File: config.mk
export PLATFORM = sky130hd
export DESIGN_NAME = pc_sequencer
export DESIGN_NICKNAME = d
export VERILOG_FILES = /design/src/rtl/pc_sequencer.sv
export SDC_FILE = /design/constraint.sdc
export NUM_CORES = 1
export LEC_CHECK = 0
export ABC_AREA = 1
export CORE_MARGIN = 4
export CORE_UTILIZATION = 55
export CTS_CLUSTER_SIZE = 14
export DETAILED_ROUTE_END_ITERATION = 8
export GPL_TIMING_DRIVEN = 0
export PLACE_DENSITY = 0.9
export SKIP_LAST_GASP = 1
export SLEW_MARGIN = 20
export SYNTH_ARGS = -nofsm -noshare
export SYNTH_HDL_FRONTEND = slang
export SYNTH_SLANG_ARGS = --single-unit
File: constraint.sdc
create_clock -name clk -period 2.3 [get_ports clk]
set_clock_uncertainty 0.05 [all_clocks]
set_input_delay 0.23 -clock clk [delete_from_list [all_inputs] [get_ports clk]]
set_output_delay 0.23 -clock clk [all_outputs]
set_load 0.05 [all_outputs]
File: src/rtl/pc_sequencer.sv
// pc_sequencer
// Program-counter sequencer for the CPU fetch stage. Each cycle it picks one
// operation by fixed priority (stall > ret > call > jump > branch > increment)
// and updates the PC. Calls and returns go through an internal hardware
// return-address stack. All PC arithmetic is modulo 2^ADDR_WIDTH.
//
// Ports:
//   clk       in   system clock, rising edge
//   rst_n     in   asynchronous active-low reset
//   stall     in   hold PC and stack this cycle
//   jump      in   load PC from target
//   branch    in   add sign-extended offset to PC
//   call      in   push addr+1, then load PC from target
//   ret       in   pop the return stack into PC
//   target    in   absolute destination for jump/call
//   offset    in   two's-complement branch displacement
//   clr_err   in   clear the sticky error flags
//   addr      out  current PC, registered
//   depth     out  number of valid return-stack entries
//   overflow  out  sticky: a call was made with the stack full
//   underflow out  sticky: a ret was made with the stack empty
module pc_sequencer #(
    parameter int ADDR_WIDTH   = 8,
    parameter int OFFSET_WIDTH = 8,
    parameter int STACK_DEPTH  = 4,
    parameter logic [ADDR_WIDTH-1:0] RESET_ADDR = '0
) (
    input  logic                                   clk,
    input  logic                                   rst_n,
    input  logic                                   stall,
    input  logic                                   jump,
    input  logic                                   branch,
    input  logic                                   call,
    input  logic                                   ret,
    input  logic [ADDR_WIDTH-1:0]                  target,
    input  logic [OFFSET_WIDTH-1:0]                offset,
    input  logic                                   clr_err,
    output logic [ADDR_WIDTH-1:0]                  addr,
    output logic [$clog2(STACK_DEPTH+1)-1:0]       depth,
    output logic                                   overflow,
    output logic                                   underflow
);

    localparam int DW = $clog2(STACK_DEPTH + 1);
    localparam int IW = (STACK_DEPTH > 1) ? $clog2(STACK_DEPTH) : 1;

    logic [1:0]            sync_q;
    logic                  run;
    logic [ADDR_WIDTH-1:0] addr_q, addr_d;
    logic [DW-1:0]         depth_q, depth_d;
    logic                  ovf_q, ovf_d;
    logic                  unf_q, unf_d;

    logic [ADDR_WIDTH-1:0] stack [STACK_DEPTH];
    logic                  push_en;
    logic [IW-1:0]         push_idx;
    logic [IW-1:0]         pop_idx;
    logic [DW-1:0]         depth_m1;
    logic [ADDR_WIDTH-1:0] addr_inc;
    logic [ADDR_WIDTH-1:0] offset_ext;
    logic                  stack_full;

    assign run        = sync_q[1];
    assign addr_inc   = addr_q + 1'b1;
    assign offset_ext = ADDR_WIDTH'($signed(offset));
    assign stack_full = (depth_q == DW'(STACK_DEPTH));
    assign depth_m1   = depth_q - 1'b1;
    assign pop_idx    = depth_m1[IW-1:0];
    assign push_idx   = depth_q[IW-1:0];

    // Release synchroniser: run rises two edges after rst_n deasserts.
    always_ff @(posedge clk or negedge rst_n) begin
        if (!rst_n) begin
            sync_q <= 2'b00;
        end else begin
            sync_q <= {sync_q[0], 1'b1};
        end
    end

    // Operation select. Only the highest-priority request acts; the rest are
    // dropped. Flags clear unless a new error sets them in the same cycle.
    always_comb begin
        addr_d  = addr_q;
        depth_d = depth_q;
        ovf_d   = ovf_q;
        unf_d   = unf_q;
        push_en = 1'b0;
        if (run) begin
            if (clr_err) begin
                ovf_d = 1'b0;
                unf_d = 1'b0;
            end
            if (stall) begin
                addr_d = addr_q;
            end else if (ret) begin
                if (depth_q != '0) begin
                    addr_d  = stack[pop_idx];
                    depth_d = depth_m1;
                end else begin
                    unf_d  = 1'b1;
                    addr_d = addr_inc;
                end
            end else if (call) begin
                if (!stack_full) begin
                    push_en = 1'b1;
                    depth_d = depth_q + 1'b1;
                end else begin
                    ovf_d = 1'b1;
                end
                addr_d = target;
            end else if (jump) begin
                addr_d = target;
            end else if (branch) begin
                addr_d = addr_q + offset_ext;
            end else begin
                addr_d = addr_inc;
            end
        end
    end

    // Architectural state, cleared asynchronously.
    always_ff @(posedge clk or negedge rst_n) begin
        if (!rst_n) begin
            addr_q  <= RESET_ADDR;
            depth_q <= '0;
            ovf_q   <= 1'b0;
            unf_q   <= 1'b0;
        end else begin
            addr_q  <= addr_d;
            depth_q <= depth_d;
            ovf_q   <= ovf_d;
            unf_q   <= unf_d;
        end
    end

    // Stack storage has no reset; entries above depth are never read.
    always_ff @(posedge clk) begin
        if (push_en) begin
            stack[push_idx] <= addr_inc;
        end
    end

    assign addr      = addr_q;
    assign depth     = depth_q;
    assign overflow  = ovf_q;
    assign underflow = unf_q;

endmodule

Word level (Yosys, flattened, before mapping)
Memory sizes are Yosys's and may differ from the RTL's.
Cells that the tools add are included.
{ "totals": {"regBits": 15, "ramBits": 32, "in_bits": 24, "wordCells": 43, "memories": 1} }
{ "classes": {"n_addsub": 4, "n_eq_ne": 3, "n_mux": 25, "bitwise_logic": 1, "n_reduce_logical": 4} }
{ "mem_list": {"columns": ["name", "depth", "word_bits", "read_ports", "rd_clocked_by_memory_dff", "wr", "line_no", "rtl"], "rows": [
  ["stack", 4, 8, 1, 0, 1, "54", "logic [ADDR_WIDTH-1:0] stack [STACK_DEPTH];"]
]} }
{ "op_table": {"columns": ["cell", "n"], "rows": [
  ["2-to-1 mux 8 bit", 5],
  ["2-to-1 mux 1 bit", 16],
  ["2-to-1 mux 3 bit", 4],
  ["adder 8 x 1 -> 8 bit (second input constant)", 1],
  ["adder 8 bit", 1],
  ["AND reduction 5 bit", 1],
  ["adder 3 x 1 -> 3 bit (second input constant)", 1],
  ["equality test 3 bit (second input constant)", 1],
  ["nonzero test 3 bit", 1],
  ["subtractor 3 x 1 -> 3 bit (second input constant)", 1],
  ["inequality test 2 x 1 -> 1 bit (second input constant)", 1],
  ["inequality test 2 bit (second input constant)", 1],
  ["AND reduction 2 bit", 1],
  ["nonzero test 2 bit", 1],
  ["inverter 1 bit", 1]
]} }

Longest topological paths before layout
Gate-level depths: netlist of the first run.
{ "logic_depth": {"ltp_word": 8, "mapped_depth": 12} }

Worst setup path before layout of the first run
OpenSTA, ideal clock, no wires.
{ "synth_path": {"path_kind": "register to register", "from": "register depth_q[0] (netlist: depth[0])", "to": "memory stack[1][0] (enable)", "setup_ns": 0.371, "t_arrival_ns": 1.900, "slack_ns": -0.021, "path_stages_with_launch": 8, "synth_period_minus_slack_ns": 2.321, "path_cell_list": "dfrtp_1 > buf_4 > inv_4 > buf_4 > ha_1 > nand2_1 > nand3_4 > nor2_1"} }
{ "synth_between": {"elab_chain_len": 8} }
{ "synth_rtl": {"columns": ["item", "line_no", "rtl"], "rows": [
  ["from (decl)", "50", "logic [DW-1:0] depth_q, depth_d;"],
  ["from (signal assigned)", "130", "depth_q <= depth_d;"],
  ["equality test 3 bit", "66", "assign stack_full = (depth_q == DW'(STACK_DEPTH));"],
  ["2-to-1 mux 1 bit", "104", "if (!stack_full) begin"],
  ["2-to-1 mux 1 bit", "103", "end else if (call) begin"],
  ["2-to-1 mux 1 bit", "95", "end else if (ret) begin"],
  ["2-to-1 mux 1 bit", "93", "if (stall) begin"],
  ["2-to-1 mux 1 bit", "88", "if (run) begin"],
  ["2-to-1 mux 1 bit", "138", "if (push_en) begin"],
  ["2-to-1 mux 1 bit (not written as such)", "139", "stack[push_idx] <= addr_inc;"],
  ["to (decl)", "54", null]
]} }
Parallel ways exist; a longest one is shown, timed or not.

Worst setup path in the final report of the first run
{ "layout_path": {"from": "register depth_q[0] (netlist: depth[0])", "to": "register addr_q[5] (netlist: addr[5])"} }
{ "layout_between": {"elab_chain_len": 4} }
{ "layout_rtl": {"columns": ["item", "line_no", "rtl"], "rows": [
  ["subtractor 3 x 1 -> 3 bit", "67", "assign depth_m1 = depth_q - 1'b1;"],
  ["memory (4 x 8 bit)", null, null],
  ["2-to-1 mux 8 bit *", "96", "if (depth_q != '0) begin"],
  ["2-to-1 mux 8 bit *", "95", null],
  ["to (signal assigned)", "129", "addr_q <= addr_d;"],
  ["to (decl)", "49", "logic [ADDR_WIDTH-1:0] addr_q, addr_d;"]
]} }
Mark *: on every way between the ends. The rest lies on a longest branch, timed or not.
A chain may end at the register's enable or synchronous reset.

==> results.yml, run 1 <==
outcome:
  run_status: "finished clean"
sta:
  tns_ps: 0
  setup_violations: 0
  finalMaxSlewViolations: 0
  tightest_slew_ps: 726
  post-route-min-period_ps: 2140
  max_freq_mhz: 468
  rsz0062_at_grt: "false"
  fin_crit_sh: 0.930
  slew_headroom: 0.515
  hold_viol_final: 0
clock_network:
  cts.htree.levels: 2
  cts_tree: "done"
  postCtsSetupBuffers: 0
  clock_latency_ps: 290
  numCtsBuffers: 5
  hold_buffers: 0
  cts_max_path_buffers: 2
  clk_pin_slew_ps: 80
  cts_root_buf: "clkbuf_8"
  cts.sink_count: 47
synth:
  synth_top_family_by_area: "simple AND/OR/NAND/NOR gates"
  synth-xor-area-share: 0.0279
  synth_fa_ha_area_frac: 0.0668
  avgSynthCellArea_um2: 8.66
  synth_seq_area_share: 0.488
  synth_top_area_cell: "edfxtp_1"
  syn_area_um2: 2740
  ys_types: 33
  synthCells: 316
  yosysWarnings: 0
  synth_mux_area_frac: 0
  async_flop_share: 0.319
  yosys_most_used_dff: "edfxtp_1"
  synth-seq-cells: 47
  synthSimpleGateAreaFrac: 0.236
  synth_compound_area_frac: 0.107
  synth.area.top_cells: "edfxtp_1, dfrtp_1, nand2_1, ha_1, inv_1"
  synth-edff-count: 32
  synth_top_area_frac: 0.351
  synth_common_cells: "nand2_1, edfxtp_1, inv_1, nor2_1, nand3_1"
  syn_nets: 354
  synth.most_common_cell: "nand2_1"
placed_design:
  portBuffers: 35
  dp_hpwl_um: 4760
  gp_congestion: 0.839
  placed_area_um2: 3170
setup_path:
  reg2reg_to: "addr[5]"
  critPathMaxFanout: 12
  arrival_ps: 2270
  r2r_start: "depth[0]"
  endpoint: "addr[5]"
  cp-start-kind: "flip-flop"
  worst_r2r_path_depth: 11
  required_ps: 2440
  rrSetupSlack_ps: 160
  cp-end-kind: "flip-flop"
  startpoint: "depth[0]"
  worst-setup-path-type: "reg2reg"
layout:
  area_growth_pct: 20.7
  nets: 396
  multiInputGateArea_um2: 1220
  fillerInstances: 363
  drive_gt1_frac: 0.109
  regArea_um2: 1340
  diodes: 0
  final_area_um2: 3300
floorplan:
  fp.coreArea_um2: 4790
  fp.dieH_um: 78.5
  io_pins: 37
  rows: 25
  start_util: 0.572
  die_x_um: 78.5
  die_area_um2: 6170
routing:
  drt-initial-drc-count: 219
  avgViaCountPerCell: 5.35
  firstDrtPassIters: 5
  ant_nets: 0
  drc: 0
  vias: 2281
  routedWlPerCell_um: 14.8
  routed_wl_um: 6330
global_routing:
  grt_pass1_vias: 2394
  track_usage: 0.226
  grt_max_degree: 16
  grt_pass1_wl_um: 10800
  grt_overflow: 0
  grt_antenna_before_repair: 0
power_and_ir_drop:
  ir_worst_vdd_mv: 0.607
  p_per_area_nw_per_um2: 1220
  leakagePower_uw: 0.00141
  finalPower_uw: 4040
job:
  maxCapViolCount: 0
worst_hold_path:
  holdCritPathClass: "reg2reg"
  worst_hold_path.num_cells: 0
-- cell families (layout without fill, tap and decap cells) --
logic type | Yosys count | after routing
xor+xnor | 7 | 7
buf+inv | 47 | 90
compound gates | 53 | 53
other cells | 1 | 1
simple gates | 147 | 147
fa+ha+maj | 14 | 14
flops | 47 | 47
-- critical path, cell delays in order, from the launching register on --
cell	delay, ps
dfrtp_2	430
buf_4	180
inv_4	90
buf_6	160
ha_1	230
clkbuf_4	190
inv_4	110
nand3_1	90
nand3_1	140
o21ai_0	110
a21oi_1	170
nand2_1	70
-- cell usage in the layout (no fill, tap or decap), types with 9 or more instances in the layout --
master and count:
a21oi_1 15, edfxtp_1 32, inv_1 32, o21ai_0 17
nor2_1 28, nand3_1 20, nand2_1 83, clkdlybuf4s50_1 35
ha_1 13, dfrtp_1 14, o21ai_1 9
-- flip-flops by register name (all words and copies together), names as in the netlist --
register	count
depth	3
sync_q	2
overflow	1
underflow	1
addr	8
stack	32
-- metrics by stage --
stage | hold WS, ps | utilization | std cells | worst slack (ps)
final | 304 | 0.690 | 426 | 162
after global routing | 310 | 0.690 | 426 | 42.2
after detailed placement | 286 | 0.663 | 418 | -88.3
after CTS | 304 | 0.687 | 426 | 8.84
after global placement | 283 | 0.663 | 418 | 1.38
after floorplan | -116 | - | 316 | 140
-- how the worst min path moves through the flow --
| stage | startpoint | end | slack (ps) |
|---|---|---|---|
| floorplan | rst_n | addr[0] | -120 |
| global placement | sync_q[0] | sync_q[1] | 280 |
| detailed placement | sync_q[0] | sync_q[1] | 290 |
| CTS | sync_q[0] | sync_q[1] | 300 |
| global route | sync_q[0] | sync_q[1] | 310 |
| finish | sync_q[0] | sync_q[1] | 300 |
-- power breakdown --
part,internal [uW],total (uW),leakage [uW],switching (uW)
registers,1130,1290,0.000467,155
logic,742,2170,0.000892,1430
clock network,325,584,0.0000524,258
-- cell type report --
class / count / area share
Sequential cell: 47 / 0.405
Timing Repair Buffer: 35 / 0.106
Clock buffer: 7 / 0.0231
Inverter: 40 / 0.0470
Clock inverter: 1 / 0.00909
Buffer: 7 / 0.0155
Multi-Input combinational cell: 222 / 0.369
Tap cell: 67 / 0.0254
-- layer usage --
layer	wire (um)	track usage	vias up
met5	0	0	-
met4	199	0.0944	0
met3	431	0.0310	16
met2	3210	0.398	95
met1	2490	0.277	1044
li1	-	-	1126
-- what timing repair did --
item                       CTS  global route
gates resized for setup      3             5
pin swaps                    0             1
setup endpoints to repair   19            14
No activity file was read; power rests on OpenSTA's default activity.
==> inputs of run 2 (changes only) <==
SKIP_CTS_REPAIR_TIMING = 1   (was not set)
==> run 2 against run 1 <==
Final area is the same. Die area is the same. Global-route usage shrank 0.074 points. Largest power group unchanged. Highest routed layer unchanged.
==> results.yml, run 2 (synthesized netlist as in run 1, its figures left out) <==
worst_hold_path:
  whs_endpoint: "sync_q[1]"
  min_from: "sync_q[0]"
  worst_hold_path.num_cells: 0
  holdCritPathClass: "reg2reg"
layout:
  largest_reg_flops: 32
  mostFrequentLayoutCells: "nand2_1, clkdlybuf4s50_1, inv_1, edfxtp_1, nor2_1"
  regArea_um2: 1340
  layout_commonest_cell: "nand2_1"
  multiInputGateArea_um2: 1220
  fillerInstances: 367
  regMostFlops: "stack"
  nets: 396
  diodes: 0
  drive_gt1_frac: 0.109
  area_growth_pct: 20.7
power_and_ir_drop:
  p_clk_frac: 0.145
  pwr-share-seq: 0.317
  p_sw_uw: 1850
  p_int_uw: 2200
  ir_worst_vdd_mv: 0.609
  comb_power_share: 0.537
  leakagePower_uw: 0.00141
  p_sw_frac: 0.457
  p_per_area_nw_per_um2: 1230
setup_path:
  startpoint: "depth[0]"
  required_ps: 2440
  reg2reg_to: "addr[5]"
  cp-end-kind: "flip-flop"
  crit_path_cell_trace: "buf_4, inv_4, buf_6, ha_1, clkbuf_4, inv_4, nand3_1, nand3_1, o21ai_0, a21oi_1, nand2_1"
  worst_r2r_path_depth: 11
  rrSetupSlack_ps: 180
  cp-start-kind: "flip-flop"
  worst-setup-path-type: "reg2reg"
  critPathMaxStageDelay_ps: 430
  arrival_ps: 2250
  critPathMaxFanout: 12
  crit_slowest_cell: "dfrtp_2"
  r2r_start: "depth[0]"
floorplan:
  fp.coreArea_um2: 4790
  die_x_um: 78.5
  fp.dieH_um: 78.5
  io_pins: 37
  die_area_um2: 6170
  start_util: 0.572
  rows: 25
routing:
  routedWlPerCell_um: 14.9
  avgViaCountPerCell: 5.33
  drc: 0
  ant_nets: 0
  drt-initial-drc-count: 173
  routed_wl_um: 6350
  vias: 2271
  firstDrtPassIters: 5
sta:
  setup_violations: 0
  rsz0062_at_grt: "false"
  worst_hold_slack_ps: 304
  post-route-min-period_ps: 2120
  finalMaxSlewViolations: 0
  max_freq_mhz: 472
  slew_headroom: 0.505
  fin_crit_sh: 0.921
  tightest_slew_ps: 739
  fin_ws_ps: 182
  hold_viol_final: 0
clock_network:
  clock_latency_ps: 290
  cts_root_buf: "clkbuf_8"
  clk_pin_slew_ps: 80
  numCtsBuffers: 5
  cts.htree.levels: 2
  cts.sink_count: 47
  cts_tree: "done"
  cts_max_path_buffers: 2
global_routing:
  grt_use_met3: 0.0310
  gr-usage-met2: 0.396
  grt_pass1_vias: 2387
  grt_antenna_before_repair: 0
  grt_pass1_wl_um: 10800
  grt_max_degree: 16
  track_usage: 0.225
  use_met1: 0.277
  grt_overflow: 0
  grt-busiest-layer: "met2"
placed_design:
  dp_hpwl_um: 4760
  portBuffers: 35
  pre_cts_ws_ps: -88.3
  gp_congestion: 0.839
job:
  maxCapViolCount: 0
outcome:
  run_status: "finished clean"
run 2: cell counts in the layout (fill, tap and decap cells not counted):
Identical to the previous run, type by type.
run 2: power by group through the flow:
| stage | logic [uW] | clock network [uW] | registers [uW] |
|---|---|---|---|
| floorplan | 1190 | 0 | 1590 |
| global placement | 2020 | 0 | 1300 |
| detailed placement | 2100 | 0 | 1300 |
| CTS | 2120 | 587 | 1290 |
| global route | 2410 | 629 | 1310 |
| finish | 2180 | 589 | 1290 |
run 2: worst max-delay path by stage:
| stage | to | cells past startpoint |
|---|---|---|
| after floorplan | stack[1][0] | 7 |
| after CTS | stack[1][6] | 7 |
| after global routing | addr[6] | 12 |
| after global placement | stack[3][2] | 6 |
| final | addr[5] | 11 |
| after detailed placement | stack[1][0] | 6 |
run 2: final cells by class:
class                   count  area share
plain buffers               7      0.0155
clock buffers               7      0.0231
clock inverters             1     0.00909
inverters                  40      0.0470
multi-input cells         222       0.369
flip-flops and latches     47       0.405
well taps                  67      0.0254
repair buffers             35       0.106
run 2: critical path, delay by kind of cell (launching register included):
| family | cells | cell delay (ps) |
|---|---|---|
| DFF | 1 | 430 |
| buffers and inverters | 5 | 750 |
| adders and majority gates | 1 | 230 |
| AOI/OAI and AO/OA | 2 | 270 |
| and+or+nand+nor | 3 | 290 |
run 2: layer usage:
metal / up-vias / wire length, um
met5: - / 0
met4: 0 / 183
li1: 1134 / -
met3: 15 / 382
met2: 89 / 3250
met1: 1033 / 2530
run 2: stage by stage:
step                      utilization  TNS, ps  power, uW  cells  cell area (um^2)
final                           0.690        0       4050    426              3300
after CTS                       0.685     -900       4000    426              3280
after floorplan                     -        0       2780    316              2740
after global routing            0.690        0       4350    426              3300
after detailed placement        0.663     -999       3400    418              3170
after global placement          0.663        0       3310    418              3170
==> inputs of run 3 (changes only) <==
CTS_BUF_LIST = sky130_fd_sc_hd__clkbuf_4 sky130_fd_sc_hd__clkbuf_8 sky130_fd_sc_hd__clkbuf_16   (was not set)
HOLD_SLACK_MARGIN = 0.02   (was not set)
PLACE_DENSITY = 0.8   (was 0.9)
==> run 3 against run 2 <==
The run now ends with negative setup slack left. Clock power shrank 11%. Global-route usage shrank 0.34 points. Flip-flop and latch count is the same. Register-to-register slack lost 220 ps. Sequential power is essentially flat. Utilization shrank 0.63 points. Critical path depth shrank 4. Wire length grew 0.77%. Largest cell class unchanged. Highest routed layer unchanged.
==> results.yml, run 3 (synthesized netlist as in run 1, its figures left out) <==
outcome:
  run_status: "complete, but fails checks"
  violations: "negative setup slack"
clock_network:
  cts.htree.levels: 2
  cts_root_buf: "clkbuf_8"
  cts_max_path_buffers: 2
  cts.sink_count: 47
  cts_tree: "done"
  numCtsBuffers: 5
  clk_pin_slew_ps: 90
  clock_latency_ps: 310
floorplan:
  fp.dieH_um: 78.5
  rows: 25
  io_pins: 37
  start_util: 0.572
  fp.coreArea_um2: 4790
  die_x_um: 78.5
  die_area_um2: 6170
global_routing:
  grt_antenna_before_repair: 0
  grt_overflow: 0
  grt_pass1_vias: 2270
  track_usage: 0.222
  grt_pass1_wl_um: 10500
  grt_max_degree: 17
power_and_ir_drop:
  comb_power_share: 0.542
  p_sw_uw: 1880
  p_per_area_nw_per_um2: 1210
  p_sw_frac: 0.476
  ir_worst_vdd_mv: 0.737
  pwr-share-seq: 0.325
  p_clk_frac: 0.133
  leakagePower_uw: 0.00140
  p_int_uw: 2070
placed_design:
  gp_congestion: 0.872
  dp_hpwl_um: 4730
  placed_area_um2: 3170
  portBuffers: 35
layout:
  drive_gt1_frac: 0.103
  diodes: 0
  layout_commonest_cell: "nand2_1"
  mostFrequentLayoutCells: "nand2_1, clkdlybuf4s50_1, inv_1, edfxtp_1, nor2_1"
  final_area_um2: 3270
  largest_reg_flops: 32
  nets: 396
  area_growth_pct: 19.6
  final_core_util: 0.684
  regMostFlops: "stack"
setup_path:
  arrival_ps: 2230
  cp-end-kind: "flip-flop"
  rrSetupSlack_ps: -40
  worst-setup-path-type: "reg2reg"
  critPathMaxFanout: 12
  crit_slowest_cell: "nor2_1"
  reg2reg_to: "stack[3][6]"
  worst_r2r_path_depth: 7
  endpoint: "stack[3][6]"
  required_ps: 2190
  critPathMaxStageDelay_ps: 670
  crit_path_cell_trace: "buf_4, inv_4, buf_6, ha_1, nand2_1, nand3_4, nor2_1"
  cp-start-kind: "flip-flop"
  r2r_start: "depth[0]"
  startpoint: "depth[0]"
job:
  maxCapViolCount: 0
routing:
  avgViaCountPerCell: 5.28
  vias: 2250
  routed_wl_um: 6400
  routedWlPerCell_um: 15.0
  firstDrtPassIters: 4
  drc: 0
  drt-initial-drc-count: 172
  ant_nets: 0
worst_hold_path:
  holdCritPathClass: "in2reg"
sta:
  fin_ws_ps: -36.5
  fin_crit_sh: 1.02
  finalMaxSlewViolations: 0
  hold_viol_final: 0
  rsz0062_at_grt: "true"
  post-route-min-period_ps: 2340
  max_freq_mhz: 428
  worst_hold_slack_ps: 275
  slew_headroom: 0.430
  setup_violations: 16
  tightest_slew_ps: 852
-- run 3: per-layer routing --
| layer | routed length, um | up-vias | global-route usage |
|---|---|---|---|
| met1 | 2770 | 1065 | 0.274 |
| met3 | 258 | 7 | 0.0321 |
| met2 | 3270 | 56 | 0.395 |
| li1 | - | 1122 | - |
| met5 | 0 | - | 0 |
| met4 | 97 | 0 | 0.0769 |
-- run 3: power by group through the flow --
| stage | clock network [uW] | registers (uW) | logic [uW] |
|---|---|---|---|
| final | 525 | 1290 | 2150 |
| after detailed placement | 0 | 1300 | 2110 |
| after CTS | 522 | 1290 | 2130 |
| after global routing | 564 | 1310 | 2360 |
| after floorplan | 0 | 1590 | 1190 |
| after global placement | 0 | 1300 | 2060 |
-- run 3: worst min-delay path by stage --
stage / startpoint / endpoint / slack (ps) / cells after the start
2_1_floorplan: rst_n / addr[0] / -120 / 0
4_1_cts: branch / addr[3] / 280 / 5
3_3_place_gp: sync_q[0] / sync_q[1] / 280 / 0
6_report: branch / addr[3] / 280 / 5
3_5_place_dp: sync_q[0] / sync_q[1] / 290 / 0
5_1_grt: branch / addr[3] / 290 / 5
-- run 3: layout make-up --
type / count / area, um^2
Buffer: 7 / 48.8
Clock buffer: 5 / 68.8
Clock inverter: 3 / 23.8
Fill cell: 395 / 1510
Inverter: 40 / 155
Multi-Input combinational cell: 222 / 1200
Sequential cell: 47 / 1340
Tap cell: 67 / 83.8
Timing Repair Buffer: 35 / 350
-- run 3: metrics by stage --
stage / cells / worst slack, ps / setup TNS [ps] / total power [uW]
6_report: 426 / -36.5 / -358 / 3960
5_1_grt: 426 / -150 / -2740 / 4240
4_1_cts: 426 / -96.5 / -1590 / 3940
3_5_place_dp: 418 / -79.4 / -1280 / 3420
3_3_place_gp: 418 / -31.8 / -622 / 3350
2_1_floorplan: 316 / 140 / 0 / 2780
-- run 3: worst max-delay path, delay by kind of cell, from the launching register on --
kind	cells	cell delay, ps
AND/OR/NAND/NOR	3	920
adder cells (fa/ha/maj)	1	210
flip-flops	1	400
buffers and inverters	3	390
